<file path="config.mk">
export PLATFORM = sky130hd
export DESIGN_NAME = uart_rx_word_flat
export DESIGN_NICKNAME = d
export VERILOG_FILES = /design/src/rtl/uart_rx_word_if.sv /design/src/rtl/uart_rx_word.sv /design/src/flat_wrapper.sv
export SDC_FILE = /design/constraint.sdc
export NUM_CORES = 1
export LEC_CHECK = 0
export BUFFER_PORTS_ARGS = -buffer_cell sky130_fd_sc_hd__buf_2
export CORE_UTILIZATION = 25
export DETAILED_ROUTE_END_ITERATION = 10
export GPL_TIMING_DRIVEN = 0
export PLACE_DENSITY_LB_ADDON = 0.25
export REMOVE_ABC_BUFFERS = 1
export SLEW_MARGIN = 20
export SYNTH_ARGS = -nofsm -noshare
export SYNTH_HDL_FRONTEND = slang
export SYNTH_SLANG_ARGS = --single-unit
</file>
<file path="constraint.sdc">
create_clock -name clk -period 12.35 [get_ports clk]
set_clock_uncertainty 0.15 [all_clocks]
set_input_delay 0 -clock clk [delete_from_list [all_inputs] [get_ports clk]]
set_output_delay 0 -clock clk [all_outputs]
set_load 0.01 [all_outputs]
</file>
<file path="src/rtl/uart_rx_word_if.sv">
// Word stream from the UART receiver to its consumer: valid/ready handshake
// carrying one 64-bit packed word per transfer.
interface uart_rx_word_if;
  logic [63:0] word_data;
  logic        word_valid;
  logic        word_ready;

  modport master (output word_data, word_valid, input word_ready);
  modport slave  (input word_data, word_valid, output word_ready);
endinterface

</file>
<file path="src/rtl/uart_rx_word.sv">
// UART 8N1 receiver: synchronises rx, validates framing, emits bytes and packs
// each run of 8 bytes into a 64-bit word handed off over valid/ready.

module uart_rx_word_lane (
  input  logic       clk,
  input  logic       rst,
  input  logic       we,
  input  logic [7:0] d,
  output logic [7:0] nxt
);
  logic [7:0] lane_q;

  always_ff @(posedge clk or posedge rst)
    if (rst)     lane_q <= '0;
    else if (we) lane_q <= d;

  // Bypass so the word completing this cycle already contains the 8th byte.
  assign nxt = we ? d : lane_q;
endmodule

module uart_rx_word #(
  parameter int clock_speed = 100_000_000,
  parameter int baud_rate   = 115200
) (
  input  logic                  clk,
  input  logic                  rst,
  input  logic                  rx,
  input  logic                  endianness,
  uart_rx_word_if.master        word,
  output logic [7:0]            byte_data,
  output logic                  byte_valid,
  output logic [2:0]            bytecount,
  output logic                  framing_error,
  output logic                  overrun
);
  localparam int BIT_CLKS  = clock_speed / baud_rate;
  localparam int HALF_CLKS = BIT_CLKS / 2;
  localparam int CW        = $clog2(BIT_CLKS);
  localparam int NUM_LANES = 8;
  localparam logic [CW-1:0] BIT_LAST  = CW'(BIT_CLKS - 1);
  localparam logic [CW-1:0] HALF_LAST = CW'(HALF_CLKS - 1);

  typedef enum logic [2:0] {IDLE, START, DATA, STOP, BRK} state_t;

  state_t          state_q, state_d;
  logic            rx_meta, rxs;
  logic [CW-1:0]   cnt;
  logic [2:0]      bit_idx;
  logic [7:0]      shreg;
  logic            tick_half, tick_bit;
  logic            cnt_clr, shift_en, byte_ok, frame_bad;
  logic            endian_q, endian_sel;
  logic [2:0]      lane_idx;
  logic            word_done;
  logic [NUM_LANES-1:0][7:0] lane_nxt;
  logic [63:0]     word_q;
  logic            wvalid_q;

  // Two-flop synchroniser, idle-high so reset never looks like a start bit.
  always_ff @(posedge clk or posedge rst)
    if (rst) {rxs, rx_meta} <= 2'b11;
    else     {rxs, rx_meta} <= {rx_meta, rx};

  assign tick_half = (cnt == HALF_LAST);
  assign tick_bit  = (cnt == BIT_LAST);

  always_ff @(posedge clk or posedge rst)
    if (rst) state_q <= IDLE;
    else     state_q <= state_d;

  always_comb begin
    state_d = state_q;
    case (state_q)
      IDLE:    if (!rxs) state_d = START;
      START:   if (tick_half) state_d = rxs ? IDLE : DATA;
      DATA:    if (tick_bit && bit_idx == 3'd7) state_d = STOP;
      STOP:    if (tick_bit) state_d = rxs ? IDLE : BRK;
      BRK:     if (rxs) state_d = IDLE;
      default: state_d = IDLE;
    endcase
  end

  always_comb begin
    cnt_clr   = 1'b1;
    shift_en  = 1'b0;
    byte_ok   = 1'b0;
    frame_bad = 1'b0;
    case (state_q)
      START: cnt_clr = tick_half;
      DATA: begin
        cnt_clr  = tick_bit;
        shift_en = tick_bit;
      end
      STOP: begin
        cnt_clr   = tick_bit;
        byte_ok   = tick_bit && rxs;
        frame_bad = tick_bit && !rxs;
      end
      default: cnt_clr = 1'b1;
    endcase
  end

  always_ff @(posedge clk or posedge rst)
    if (rst) begin
      cnt     <= '0;
      bit_idx <= '0;
      shreg   <= '0;
    end else begin
      cnt <= cnt_clr ? '0 : cnt + 1'b1;
      if (shift_en) begin
        bit_idx <= bit_idx + 1'b1;
        shreg   <= {rxs, shreg[7:1]};
      end else if (state_q != DATA) begin
        bit_idx <= '0;
      end
    end

  always_ff @(posedge clk or posedge rst)
    if (rst) begin
      byte_data     <= '0;
      byte_valid    <= 1'b0;
      framing_error <= 1'b0;
    end else begin
      byte_valid    <= byte_ok;
      framing_error <= frame_bad;
      if (byte_ok) byte_data <= shreg;
    end

  // Endianness is live for the first byte of a word, then frozen until wrap.
  assign endian_sel = (bytecount == 3'd0) ? endianness : endian_q;
  assign lane_idx   = endian_sel ? (3'd7 - bytecount) : bytecount;
  assign word_done  = byte_ok && (bytecount == 3'd7);

  always_ff @(posedge clk or posedge rst)
    if (rst) begin
      bytecount <= '0;
      endian_q  <= 1'b0;
    end else if (byte_ok) begin
      bytecount <= bytecount + 1'b1;
      if (bytecount == 3'd0) endian_q <= endianness;
    end

  for (genvar n = 0; n < NUM_LANES; n++) begin : g_lane
    uart_rx_word_lane u_lane (
      .clk (clk),
      .rst (rst),
      .we  (byte_ok && (lane_idx == 3'(n))),
      .d   (shreg),
      .nxt (lane_nxt[n])
    );
  end

  always_ff @(posedge clk or posedge rst)
    if (rst) begin
      word_q   <= '0;
      wvalid_q <= 1'b0;
      overrun  <= 1'b0;
    end else begin
      overrun <= 1'b0;
      if (word_done && (!wvalid_q || word.word_ready)) begin
        word_q   <= lane_nxt;
        wvalid_q <= 1'b1;
      end else if (word_done) begin
        overrun <= 1'b1;
      end else if (wvalid_q && word.word_ready) begin
        wvalid_q <= 1'b0;
      end
    end

  assign word.word_data  = word_q;
  assign word.word_valid = wvalid_q;
endmodule

</file>
<file path="src/flat_wrapper.sv">
// flat-port wrapper written by rule: the top's interface ports become plain ports
module uart_rx_word_flat 
#(
  parameter int clock_speed = 100_000_000,
  parameter int baud_rate   = 115200
)
  (clk, rst, rx, endianness, byte_data, byte_valid, bytecount, framing_error, overrun, word_word_data, word_word_valid, word_word_ready);
  uart_rx_word_if word_i ();
  input  logic clk;
  input  logic rst;
  input  logic rx;
  input  logic endianness;
  output logic [7:0] byte_data;
  output logic byte_valid;
  output logic [2:0] bytecount;
  output logic framing_error;
  output logic overrun;
  output wire logic [$bits(word_i.word_data)-1:0] word_word_data;
  output wire logic [$bits(word_i.word_valid)-1:0] word_word_valid;
  input wire logic [$bits(word_i.word_ready)-1:0] word_word_ready;
  assign word_word_data = word_i.word_data;
  assign word_word_valid = word_i.word_valid;
  assign word_i.word_ready = word_word_ready;
  uart_rx_word #(.clock_speed(clock_speed), .baud_rate(baud_rate)) u_core (.clk(clk), .rst(rst), .rx(rx), .endianness(endianness), .word(word_i), .byte_data(byte_data), .byte_valid(byte_valid), .bytecount(bytecount), .framing_error(framing_error), .overrun(overrun));
endmodule
</file>
# Yosys cells after proc, flatten, opt, wreduce, memory -nomap -nowiden
# Cells that the tools add are included.
[word_totals]
ff_bits = 170
in_bits = 5
output_inout_bits = 79
word_cells = 103
[op_classes]
add_sub_neg = 4
eq_ne = 22
muxes = 30
reduce_logical = 25
[op_table]
columns = ["cell", "n"]
rows = [
  ["$mux 8", 8],
  ["$mux 3", 9],
  ["$eq 3x3->1 const B", 7],
  ["$pmux 3 s5", 1],
  ["$logic_and 1x1->1", 14],
  ["$eq 3x2->1 const B", 4],
  ["$add 10x1->10 const B", 1],
  ["$eq 10x10->1 const B", 1],
  ["$eq 10x9->1 const B", 1],
  ["$mux 10", 1],
  ["$logic_not 3->1", 3],
  ["$mux 1", 9],
  ["$ne 2x1->1 const B", 4],
  ["$add 3x1->3 const B", 2],
  ["$eq 3x1->1 const B", 2],
  ["$reduce_and 5->1", 1],
  ["$ne 2x2->1 const B", 2],
  ["$reduce_bool 2->1", 2],
  ["$ne 3x2->1 const B", 1],
  ["$sub 3x3->3 const A", 1],
  ["$logic_not 1->1", 2],
  ["$mux 2", 1],
  ["$pmux 1 s2", 1],
  ["$reduce_and 2->1", 1],
  ["other kinds (2)", 2],
]

# Depth between registers and ports, before layout
# Gate-level depths: netlist of the first run.
[logic_depth]
depth_word = 7
depth_mapped = 10

# Cells and area by module
# From an unflattened synthesis of the first run, not the netlist that was laid out.
[hier_totals]
cells_unflattened = 457
area_unflattened_um2 = 7395.8
[by_module_without_submodules]
columns = ["mod", "instances", "cells_each", "area_each_um2", "seq_area_each_um2"]
rows = [
  ["uart_rx_word", 1, 313, 4713.3, 2655.0],
  ["uart_rx_word_lane", 8, 18, 335.3, 200.2],
]

# Worst setup path after synthesis of the first run
# OpenSTA, ideal clock, no wires.
[synth_timing]
path_type = "flip-flop to flip-flop"
start = "register u_core.bytecount[0]"
end = "register u_core.g_lane[0].u_lane.lane_q[0]"
setup_time_ns = 0.125
arrival_time_ns = 2.649
required_time_ns = 12.075
slack_ns = 9.426
path_stages_with_launch = 8
cell_sequence = "dfrtp_1 > inv_1 > ha_1 > nor2b_2 > a221oi_1 > nand2_2 > nor2_4 > mux2_2"
[synth_between]
elab_chain_len = 6
word_cells_on_any_way = 7
[synth_rtl]
columns = ["element", "line_no", "source"]
rows = [
  ["from (decl)", "uart_rx_word.sv:32", "output logic [2:0] bytecount,"],
  ["from (signal assigned)", "uart_rx_word.sv:139", "bytecount <= bytecount + 1'b1;"],
  ["parallel branches: the longest is 2 deep, another holds $sub 3x3->3", "n/a", ""],
  ["$mux 3 *", "uart_rx_word.sv:131", "assign lane_idx = endian_sel ? (3'd7 - bytecount) : bytecount;"],
  ["$logic_not 3->1 *", "uart_rx_word.sv:147", ".we (byte_ok && (lane_idx == 3'(n))),"],
  ["$logic_and 1x1->1 *", "uart_rx_word.sv:147", ""],
  ["$mux 8 *", "n/a", ""],
  ["via u_core.g_lane[0].u_lane.nxt[0]", "uart_rx_word.sv:9", "output logic [7:0] nxt"],
  ["to (signal assigned)", "uart_rx_word.sv:14", "if (rst) lane_q <= '0;"],
  ["to (signal assigned)", "uart_rx_word.sv:15", "else if (we) lane_q <= d;"],
  ["to (decl)", "uart_rx_word.sv:11", "logic [7:0] lane_q;"],
]
# Mark *: on every way through the listed nets, which the timed path passes.
# A chain may end at the register's enable or synchronous reset.

# Worst setup path after layout of the first run
[layout_timing]
start = "register u_core.bytecount[0]"
end = "register u_core.g_lane[3].u_lane.lane_q[4]"
[layout_between]
elab_chain_len = 6
word_cells_on_any_way = 7
[layout_rtl]
columns = ["element", "line_no"]
rows = [
  ["parallel branches: the longest is 2 deep, another holds $sub 3x3->3", "n/a"],
  ["$mux 3 *", "uart_rx_word.sv:131"],
  ["$eq 3x2->1 *", "uart_rx_word.sv:147"],
  ["$logic_and 1x1->1 *", "uart_rx_word.sv:147"],
  ["$mux 8 *", "n/a"],
  ["via u_core.g_lane[3].u_lane.nxt[4]", "uart_rx_word.sv:9"],
  ["to (signal assigned)", "uart_rx_word.sv:14"],
  ["to (signal assigned)", "uart_rx_word.sv:15"],
  ["to (decl)", "uart_rx_word.sv:11"],
]
# Marks and branches as above.

==> run metrics, run 1 <==
Final WS setup=8.606 ns; CTS H-tree lvls=4; Yosys reg bits=170; GR Util All Layers=0.1504; Sink Count=170; critical path peak fanout=36; vias in the first global route=5681; die area=31550 sq um; Fmax=267.1 MHz; Inserted Clock Buffers=17; synthesis-to-finish area growth=20.38%; post-synth top area share=0.5453; WL met2=10720 um; Slew HR=0.2557; DP Cell Count=1138; Power Total=1.133 mW; post-route antenna net violation count=0; Post-Syn Instances=707; io pins=84; Worst EP required=12.52 ns; Worst Setup Start Kind=flip-flop; Final min period=approximately 3.7 ns; Total Nets Final=783; top_reg_cell synth=dfrtp_1; setup TNS=0 ns; Worst-path clk slew=0.08 ns; mapped cell area=7710 sq um; WP data arrival=approximately 3.9 ns; met3 routed WL=1095 um; pre-CTS setup slack=8.619 ns; crit end category=flip-flop; drt wl/cell=19.04 um; final wirelength=22350 um; Pleak=4.243 nW; hpwl dp=13720 um; Die W=177.6 um; CTS tree=built; initial antenna violation count=0; Initial Utilization=0.2574; vias=5683; initial DRC count=439; max-slew violations=0; status=finished clean; Final Hold Viols=0; RSZ-0062 raised after global routing=false; synth warn=0; Die Span Y=about 180 um; Max Cap Viol=0; Row Count=63; register area=4257 sq um; number of antenna diodes=0; # fillers=3113; Root Buffer Master=clkbuf_16; register area share after synthesis=0.5521; DR DRC count=0; area of the multi-input gates=3281 sq um; Max VDD drop=about 0.08 mV; Power Dens Cells=122.1 nW/um^2; CTS Buffer Depth=2; # setup viols final=0; Setup Crit Path Kind=flip-flop to flip-flop; gr ovfl total=0; WL met1=10310 um; IO buf count=83; Core Footprint=29950 sq um; non-filler cells, final=1174; EDFF count, synth=0; highest routed layer=met4; Mean Syn Cell Area=10.91 sq um; global-route wire length before repair=between 30000 and 40000 um; layout cells sized above 1=0.2908; ys async rst share=1.000; top cells by area, synth=dfrtp_1 (55%), mux2_2 (9.8%), nand3_1 (8.5%), o211ai_1 (6.2%), nand2_1 (4.3%); largest net degree at the start of global routing=96; Initial DRT Pass Iterations=5; cell taking the most area after synthesis=dfrtp_1; HP Class=input pin to asynchronous set/reset pin; vias per cell=4.841; Clk Latency, worst-skew pair=0.44 ns; GPL Wtd Cong=0.7053; synth unique cells=49; period utilisation layout=0.3032; actual slew at the worst max-slew pin=~1.1 ns
==> layer usage <==
metal,track usage,vias up
li1,-,2652
met4,0.04060,0
met1,0.2041,2889
met5,0,-
met2,0.2414,126
met3,0.03128,16
==> sequential cells by signal, indices dropped and copies added, names as in the netlist <==
name,flops
u_core.bit_idx,3
u_core.byte_data,8
u_core.byte_valid,1
u_core.bytecount,3
u_core.cnt,10
u_core.endian_q,1
u_core.framing_error,1
u_core.g_lane.u_lane.lane_q,64
u_core.overrun,1
u_core.rx_meta,1
u_core.rxs,1
u_core.shreg,8
u_core.state_q,3
u_core.word.word_data,64
u_core.word.word_valid,1
==> placed cells by master (no fill, tap or decap), types with 14 or more instances in the layout <==
cell / n
nor2_1: 25
nand3_1: 131
dfrtp_1: 168
buf_2: 83
inv_1: 14
mux2_2: 67
nand2_1: 87
o211ai_1: 64
clkbuf_16: 17
==> synthesized netlist by cell type (all sizes together) (2+ instances only) <==
cell type,count
nor4,2
nor2b,3
nor3b,2
mux2i,9
o21ai,9
or3,2
nand3b,2
a21oi,6
or3b,3
nand3,131
o211ai,64
inv,15
dfrtp,168
nor2,32
or2,2
ha,7
xor2,4
mux2,75
nand2,93
nor3,9
clkbuf,31
xnor2,5
dfstp,2
buf,19
nand2b,2
==> where the power goes <==
part,switching [mW],internal [mW]
registers,0.000723,0.557
clock network,0.243,0.309
logic,0.0180,0.00520
total,0.262,0.871
==> metrics by stage <==
step           hold slack (ns)  area, sq um    util
6_report               0.02880         9281  0.3099
3_3_place_gp          -0.04400         8399  0.2804
2_1_floorplan          -0.1455         7496       -
4_1_cts                0.03364         9273  0.3096
3_5_place_dp          -0.04385         8636  0.2883
5_1_grt                0.04878         9281  0.3099
==> logic make-up (layout without fill, tap and decap cells) <==
kind of cell | count (synthesis) | after routing | share of synthesized area
simple gates | 288 | 288 | 0.1918
mux | 84 | 84 | 0.1217
compound gates | 84 | 84 | 0.07774
fa+ha+maj | 7 | 7 | 0.01136
xor+xnor | 9 | 9 | 0.01022
flops | 170 | 170 | 0.5521
buf+inv | 65 | 142 | 0.03505
==> what timing repair did <==
| action | in CTS | in global routing |
|---|---|---|
| endpoints found under the setup margin | 0 | 0 |
| endpoints found under the hold margin | 79 | 0 |
| buffers inserted | 0 | 0 |
| hold buffers | 4 | 0 |
| gates resized for setup | 0 | 0 |
==> final cells by class <==
cell class / count / area share
timing repair buffer: 95 / 0.06417
inverter: 15 / 0.006875
sequential: 170 / 0.4586
tap: 390 / 0.05257
clock buffer: 19 / 0.04772
clock inverter: 13 / 0.01658
multi-input combinational: 472 / 0.3535
==> path summary, 6_finish.rpt <==
kind                                                 start                                          end  slack, ns  cells past startpoint
max reg2reg                u_core.bytecount[0]$_DFFE_PP0P_  u_core.g_lane[3].u_lane.lane_q[4]$_DFF_PP0_       8.61                      7
max                        u_core.bytecount[0]$_DFFE_PP0P_  u_core.g_lane[3].u_lane.lane_q[4]$_DFF_PP0_       8.61                      7
min in group clk                                        rx                     u_core.rx_meta$_DFF_PP1_       0.05                      2
min reg2reg                       u_core.rx_meta$_DFF_PP1_                         u_core.rxs$_DFF_PP1_       0.20                      0
max in group asynchronous                              rst         u_core.word.word_data[6]$_DFFE_PP0P_      11.14                      4
min                                                    rst                      u_core.cnt[8]$_DFF_PP0_       0.03                      3
==> critical path, cell delays in order (launching register included) <==
cell	delay [ns]
dfrtp_1	0.45
inv_1	0.15
ha_1	0.24
nor2b_2	0.19
a221oi_1	0.76
nand2_2	0.77
nor2_4	0.49
mux2_2	0.37
Power figures use the tool's default switching activity.
==> inputs of run 2 (changes only) <==
Clock period 12.35 ns to 3.5 ns, I/O delays scaled along.
==> run 2 against run 1 <==
Sequential power grew to 3.5 times the previous value. Non-clock buffer count rose by 7. Maximum frequency is 14% higher. First-iteration DRC count is 8.2% lower. Critical endpoint is now u_core.g_lane[4].u_lane.lane_q[5]$_DFF_PP0_. Largest power group unchanged.
==> run metrics, run 2 (synthesis results as in run 1) <==
DP Cell Count=1138 (unchanged); Root Buffer Master=clkbuf_16 (unchanged); Power Dens Cells=428.0 nW/um^2 (was 122.1 nW/um^2); synthesis-to-finish area growth=21.37% (was 20.38%); Initial Utilization=0.2574 (unchanged); WP data arrival=3.45 ns (was 3.91 ns); # setup viols final=0 (unchanged); CTS H-tree lvls=4 (unchanged); Initial DRT Pass Iterations=5 (unchanged); CTS Buffer Depth=2 (unchanged); IO buf count=83 (unchanged); final wirelength=22350 um (about the same); leading cell type in the layout, fill and taps excluded=dfrtp_1 (unchanged); Worst-path clk slew=0.08 ns (about the same); Worst Setup Start Kind=flip-flop (unchanged); max-slew violations=0 (unchanged); RSZ-0062 raised after global routing=false (unchanged); hpwl dp=13720 um (unchanged); register-to-register setup slack=0.21 ns (was 8.61 ns); GR Util All Layers=0.1506 (was 0.1504); RR Startpoint=u_core.cnt[0]$_DFF_PP0_ (was u_core.bytecount[0]$_DFFE_PP0P_); Setup Crit Path Kind=flip-flop to flip-flop (unchanged); area of the multi-input gates=3292 sq um (was 3281 sq um); Row Count=63 (unchanged); die area=31550 sq um (unchanged); Die W=177.6 um (unchanged); number of antenna diodes=0 (unchanged); Core Footprint=29950 sq um (unchanged); global-route wire length before repair=35140 um (was 35090 um); Slew HR=0.2287 (was 0.2557); GPL Wtd Cong=0.7053 (unchanged); Fmax=304.3 MHz (was 267.1 MHz); Area after DPL=8636 sq um (unchanged); CTS tree=built (unchanged); setup TNS=0 ns (unchanged); register area=4257 sq um (unchanged); vias=5742 (was 5683); Sink Count=170 (unchanged); period utilisation layout=0.9390 (was 0.3032); critical path peak fanout=36 (unchanged); largest net degree at the start of global routing=96 (unchanged); final core utilization=0.3124 (was 0.3099); DR DRC count=0 (unchanged); io pins=84 (unchanged); Die Span Y=177.6 um (unchanged); post-route antenna net violation count=0 (unchanged); actual slew at the worst max-slew pin=1.151 ns (was 1.110 ns); Clk Latency, worst-skew pair=0.44 ns (about the same); most frequent cells in the layout=dfrtp_1 (168), nand3_1 (131), nand2_1 (87), buf_2 (83), mux2_2 (67) (unchanged); vias in the first global route=5692 (was 5681); # fillers=3109 (was 3113); non-filler cells, final=1181 (was 1174); Inserted Clock Buffers=17 (unchanged); Total Nets Final=790 (was 783); drt wl/cell=18.92 um (was 19.04 um); R2R cell count=6 (was 7); status=finished clean (unchanged); Final min period=3.287 ns (was 3.744 ns); worst reg2reg endpoint=u_core.g_lane[4].u_lane.lane_q[5]$_DFF_PP0_ (was u_core.g_lane[3].u_lane.lane_q[4]$_DFF_PP0_); Final Hold Viols=0 (unchanged); layout cells sized above 1=0.2984 (was 0.2908); vias per cell=4.862 (was 4.841); initial DRC count=403 (was 439); gr ovfl total=0 (unchanged); Pleak=4.290 nW (was 4.243 nW); Max Cap Viol=0 (unchanged); initial antenna violation count=0 (unchanged); HP Class=input pin to asynchronous set/reset pin (unchanged); crit end category=flip-flop (unchanged); design area=9358 sq um (was 9281 sq um); Max VDD drop=0.2878 mV (was 0.08243 mV); Worst EP required=3.66 ns (was 12.52 ns)
[run 2: worst max-delay path: stages (launching register included)]
cell       delay, ns
dfrtp_1         0.40
ha_1            0.23
nand4bb_1       0.24
or4_1           0.91
nor2_8          0.66
nand2_4         0.20
mux2_1          0.36
[run 2: report_power, final]
group / internal [mW] / switching, mW / total, mW
logic: 0.0237 / 0.0648 / 0.0885
clock network: 1.09 / 0.858 / 1.95
registers: 1.97 / 0.00263 / 1.97
total: 3.08 / 0.926 / 4.01
[run 2: repair_timing]
action | CTS | global route
endpoints found under the setup margin | 57 | 23
buffers inserted | 0 | 7
gates resized for setup | 3 | 0
endpoints found under the hold margin | 79 | 0
gates cloned | 0 | 0
hold buffers | 4 | 0
[run 2: routing by layer]
layer  vias to the layer above  wire (um)  track usage
li1                       2673          -            -
met1                      2936      10300       0.2043
met2                       115      10870       0.2419
met3                        18        975      0.03128
met4                         0        208      0.04060
met5                         -          0            0
[run 2: stage by stage]
step	hold WS [ns]	setup slack [ns]	total power, mW
after floorplan	-0.1455	-1.250	2.052
after global placement	-0.04400	-3.683	2.078
after detailed placement	-0.04385	-0.2306	2.088
after CTS	0.03364	0.08253	4.063
after global routing	0.04878	0.04227	4.141
final	0.01625	0.2135	4.005
[run 2: final cells by class]
| type | count | area share |
|---|---|---|
| inverters | 15 | 0.006819 |
| clock inverters | 13 | 0.01645 |
| repair buffers | 102 | 0.07060 |
| multi-input cells | 472 | 0.3518 |
| clock buffers | 19 | 0.04733 |
| well taps | 390 | 0.05215 |
| flip-flops and latches | 170 | 0.4549 |
[run 2: worst max-delay path by stage]
stage / start / cells past startpoint / slack, ns / to
4_1_cts: u_core.bytecount[0]$_DFFE_PP0P_ / 7 / 0.08 / u_core.g_lane[6].u_lane.lane_q[0]$_DFF_PP0_
3_5_place_dp: u_core.bytecount[0]$_DFFE_PP0P_ / 7 / -0.23 / u_core.g_lane[1].u_lane.lane_q[0]$_DFF_PP0_
6_report: u_core.cnt[0]$_DFF_PP0_ / 6 / 0.21 / u_core.g_lane[4].u_lane.lane_q[5]$_DFF_PP0_
3_3_place_gp: rst / 2 / -3.68 / u_core.word.word_data[17]$_DFFE_PP0P_
5_1_grt: u_core.cnt[0]$_DFF_PP0_ / 6 / 0.04 / u_core.g_lane[4].u_lane.lane_q[5]$_DFF_PP0_
2_1_floorplan: rst / 1 / -1.25 / u_core.bit_idx[0]$_DFFE_PP0P_
==> inputs of run 3 (changes only) <==
Settings changed: ABC_AREA set to 1, CAP_MARGIN set to 20.
==> run 3 against run 2 <==
Core utilization shrank 0.60 points. Hold slack better by 0.025 ns. Clock power about the same. Register-to-register slack improved by 0.20 ns. Flip-flop and latch count unchanged. Sequential power is 3% higher. Routed wire length down 17%. First-iteration DRC count is 28% lower. Synthesized area decreased by 3.6%. Critical path type unchanged. Highest routed layer unchanged.
==> run metrics, run 3 <==
layout cells sized above 1=0.1447 (was 0.2984); gr ovfl total=0 (unchanged); Logic pwr share=0.041 (was 0.022); CTS Buffer Depth=2 (unchanged); Power Dens Cells=464.3 nW/um^2 (was 428.0 nW/um^2); die area=30420 sq um (was 31550 sq um); drt wl/cell=14.07 um (was 18.92 um); number of antenna diodes=0 (unchanged); crit end category=flip-flop (unchanged); DP Cell Count=1290 (was 1138); CTS tree=built (unchanged); critical path peak fanout=36 (unchanged); GPL Wtd Cong=0.7728 (was 0.7053); io pins=84 (unchanged); Clk Latency, worst-skew pair=0.43 ns (was 0.44 ns); # setup viols final=0 (unchanged); max-slew violations=0 (unchanged); DR DRC count=0 (unchanged); Pleak=4.306 nW (was 4.290 nW); Sink Count=170 (unchanged); Clk network pwr share=0.467 (was 0.486); synthesis-to-finish area growth=19.31% (was 21.37%); initial antenna violation count=0 (unchanged); synth warn=0 (unchanged); R2R cell count=9 (was 6); Row Count=62 (was 63); vias in the first global route=5617 (was 5692); Worst Setup Start Kind=flip-flop (unchanged); Sw Ratio=0.2397 (was 0.2311); Final Hold Viols=0 (unchanged); top-count cell post-synth=nand2_1 (was dfrtp_1); GR Util All Layers=0.1306 (was 0.1506); Inserted Clock Buffers=17 (unchanged); hold depth=5; Cell Int Power=3.129 mW (was 3.079 mW); top cells by area, synth=dfrtp_1 (57%), nand2_1 (13%), nand3_1 (10%), and2_1 (5.5%), inv_1 (4.3%) (was dfrtp_1 (55%), mux2_2 (9.8%), nand3_1 (8.5%), o211ai_1 (6.2%), nand2_1 (4.3%)); Fmax=323.9 MHz (was 304.3 MHz); Slew HR=0.3459 (was 0.2287); synth unique cells=30 (was 49); IO buf count=83 (unchanged); Initial Utilization=0.2568 (was 0.2574); WP data arrival=3.31 ns (was 3.45 ns); Post-Syn Instances=844 (was 707); leading cell type in the layout, fill and taps excluded=nand2_1 (was dfrtp_1); Yosys reg bits=170 (unchanged); Die Span Y=174.4 um (was 177.6 um); most frequent cells in the layout=nand2_1 (254), dfrtp_1 (168), nand3_1 (151), inv_1 (84), buf_2 (83) (was dfrtp_1 (168), nand3_1 (131), nand2_1 (87), buf_2 (83), mux2_2 (67)); # fillers=3070 (was 3109); Max VDD drop=0.3120 mV (was 0.2878 mV); EDFF count, synth=0 (unchanged); vias per cell=4.225 (was 4.862); status=finished clean (unchanged); Worst-path clk slew=0.07 ns (was 0.08 ns); postcts setup bufs=0 (unchanged); critical path launch point=u_core.cnt[0]$_DFF_PP0_ (unchanged); final wirelength=18620 um (was 22350 um); hold path startpoint=endianness; post-synth top area share=0.5658 (was 0.5453); Net Sw Power=986.8 uW (was 925.8 uW); Die W=174.4 um (was 177.6 um); ys async rst share=1.000 (unchanged); period utilisation layout=0.8822 (was 0.9390); final core utilization=0.3064 (was 0.3124); Mean Syn Cell Area=8.804 sq um (was 10.91 sq um); HP Class=input pin to flip-flop (was input pin to asynchronous set/reset pin); design area=8866 sq um (was 9358 sq um); largest net degree at the start of global routing=87 (was 96); post-route antenna net violation count=0 (unchanged); top_reg_cell synth=dfrtp_1 (unchanged); Initial DRT Pass Iterations=5 (unchanged); register area share after synthesis=0.5728 (was 0.5521); global-route wire length before repair=30940 um (was 35140 um); hpwl dp=11740 um (was 13720 um); Area after DPL=8250 sq um (was 8636 sq um); initial DRC count=289 (was 403); Total Nets Final=940 (was 790); Final min period=3.088 ns (was 3.287 ns); RR Startpoint=u_core.cnt[0]$_DFF_PP0_ (unchanged); Root Buffer Master=clkbuf_16 (unchanged); Core Footprint=28940 sq um (was 29950 sq um); Worst EP required=3.72 ns (was 3.66 ns); actual slew at the worst max-slew pin=0.9788 ns (was 1.151 ns); Setup Crit Path Kind=flip-flop to flip-flop (unchanged); Max Cap Viol=0 (unchanged); cell taking the most area after synthesis=dfrtp_1 (unchanged); mapped cell area=7431 sq um (was 7710 sq um); RSZ-0062 raised after global routing=false (unchanged); CTS H-tree lvls=4 (unchanged); Seq pwr share=0.492 (about the same); non-filler cells, final=1324 (was 1181); top cells by count, synth=nand2_1 (254), dfrtp_1 (168), nand3_1 (151), inv_1 (85), and2_1 (65) (was dfrtp_1 (168), nand3_1 (131), nand2_1 (88), mux2_2 (67), o211ai_1 (64)); vias=5594 (was 5742)
## run 3: cell count changes after synthesis, sizes merged, moves of 22 or more
cell	before	now
nand3	131	153
clkbuf	31	8
and2	0	65
o211ai	64	0
inv	15	88
nand2	93	255
mux2	75	0
## run 3: area by class of cell
class / instances / area (sq um) / area share
sequential: 170 / 4257 / 0.4801
multi-input combinational: 552 / 2648 / 0.2986
clock inverter: 13 / 156.4 / 0.01764
clock buffer: 18 / 429.2 / 0.04841
timing repair buffer: 91 / 525.5 / 0.05927
tap: 384 / 480.5 / 0.05419
inverter: 96 / 370.4 / 0.04177
## run 3: cell families after synthesis
| kind of cell | after synthesis | synth area share |
|---|---|---|
| AOI/OAI and AO/OA | 33 | 0.02307 |
| xor gates and xnor gates | 1 | 0.001179 |
| adders and majority gates | 7 | 0.01179 |
| buffers and inverters | 122 | 0.07173 |
| DFF | 170 | 0.5728 |
| and+or+nand+nor | 511 | 0.3194 |
## run 3: path summary, 6_finish.rpt
| path | end | slack, ns |
|---|---|---|
| setup reg to reg | u_core.word.word_data[32]$_DFFE_PP0P_ | 0.41 |
| hold reg to reg | u_core.rxs$_DFF_PP1_ | 0.21 |
| max in group asynchronous | u_core.g_lane[6].u_lane.lane_q[3]$_DFF_PP0_ | 2.31 |
| hold / removal | u_core.endian_q$_DFFE_PP0P_ | 0.04 |
| setup / recovery | u_core.word.word_data[32]$_DFFE_PP0P_ | 0.41 |
| min in group asynchronous | u_core.word.word_valid$_DFFE_PP0P_ | 0.05 |
## run 3: power by group through the flow
| stage | sequential (mW) | clock, mW | combinational, mW |
|---|---|---|---|
| 2_1_floorplan | 2.08 | 0 | 0.0779 |
| 3_5_place_dp | 2.06 | 0 | 0.175 |
| 6_report | 2.02 | 1.92 | 0.170 |
| 4_1_cts | 2.03 | 1.99 | 0.178 |
| 5_1_grt | 2.03 | 2.07 | 0.195 |
| 3_3_place_gp | 2.06 | 0 | 0.170 |
## run 3: critical path, cell delays in order (launching register included)
cell and delay (ns):
dfrtp_1 0.39, ha_1 0.23, nand3_1 0.09, nor2_1 0.21
nand3_4 0.32, nor2_4 0.85, nand2_1 0.41, nand2_1 0.16
nand3_1 0.12, nand2_1 0.08
## run 3: what timing repair did
action | in CTS | in global routing
hold endpoints to repair | 87 | 0
hold buffers | 3 | 0
gates resized for setup | 0 | 0
## run 3: layer usage
metal	track usage	routed length, um	vias to the layer above
met4	0.04094	228	0
met2	0.2078	8782	88
met3	0.02778	626	13
li1	-	-	2836
met1	0.1765	8986	2657
met5	0	0	-
## run 3: stage by stage
stage          setup slack (ns)  setup TNS (ns)  power (mW)  hold slack, ns
4_1_cts                  0.3526               0       4.189         0.01573
3_5_place_dp             0.3506               0       2.237        -0.02541
5_1_grt                 0.08249               0       4.293         0.08124
3_3_place_gp             -4.076         -891.36       2.232        -0.02701
2_1_floorplan            -1.250         -269.68       2.157         -0.1455
6_report                 0.4124               0       4.116         0.04082
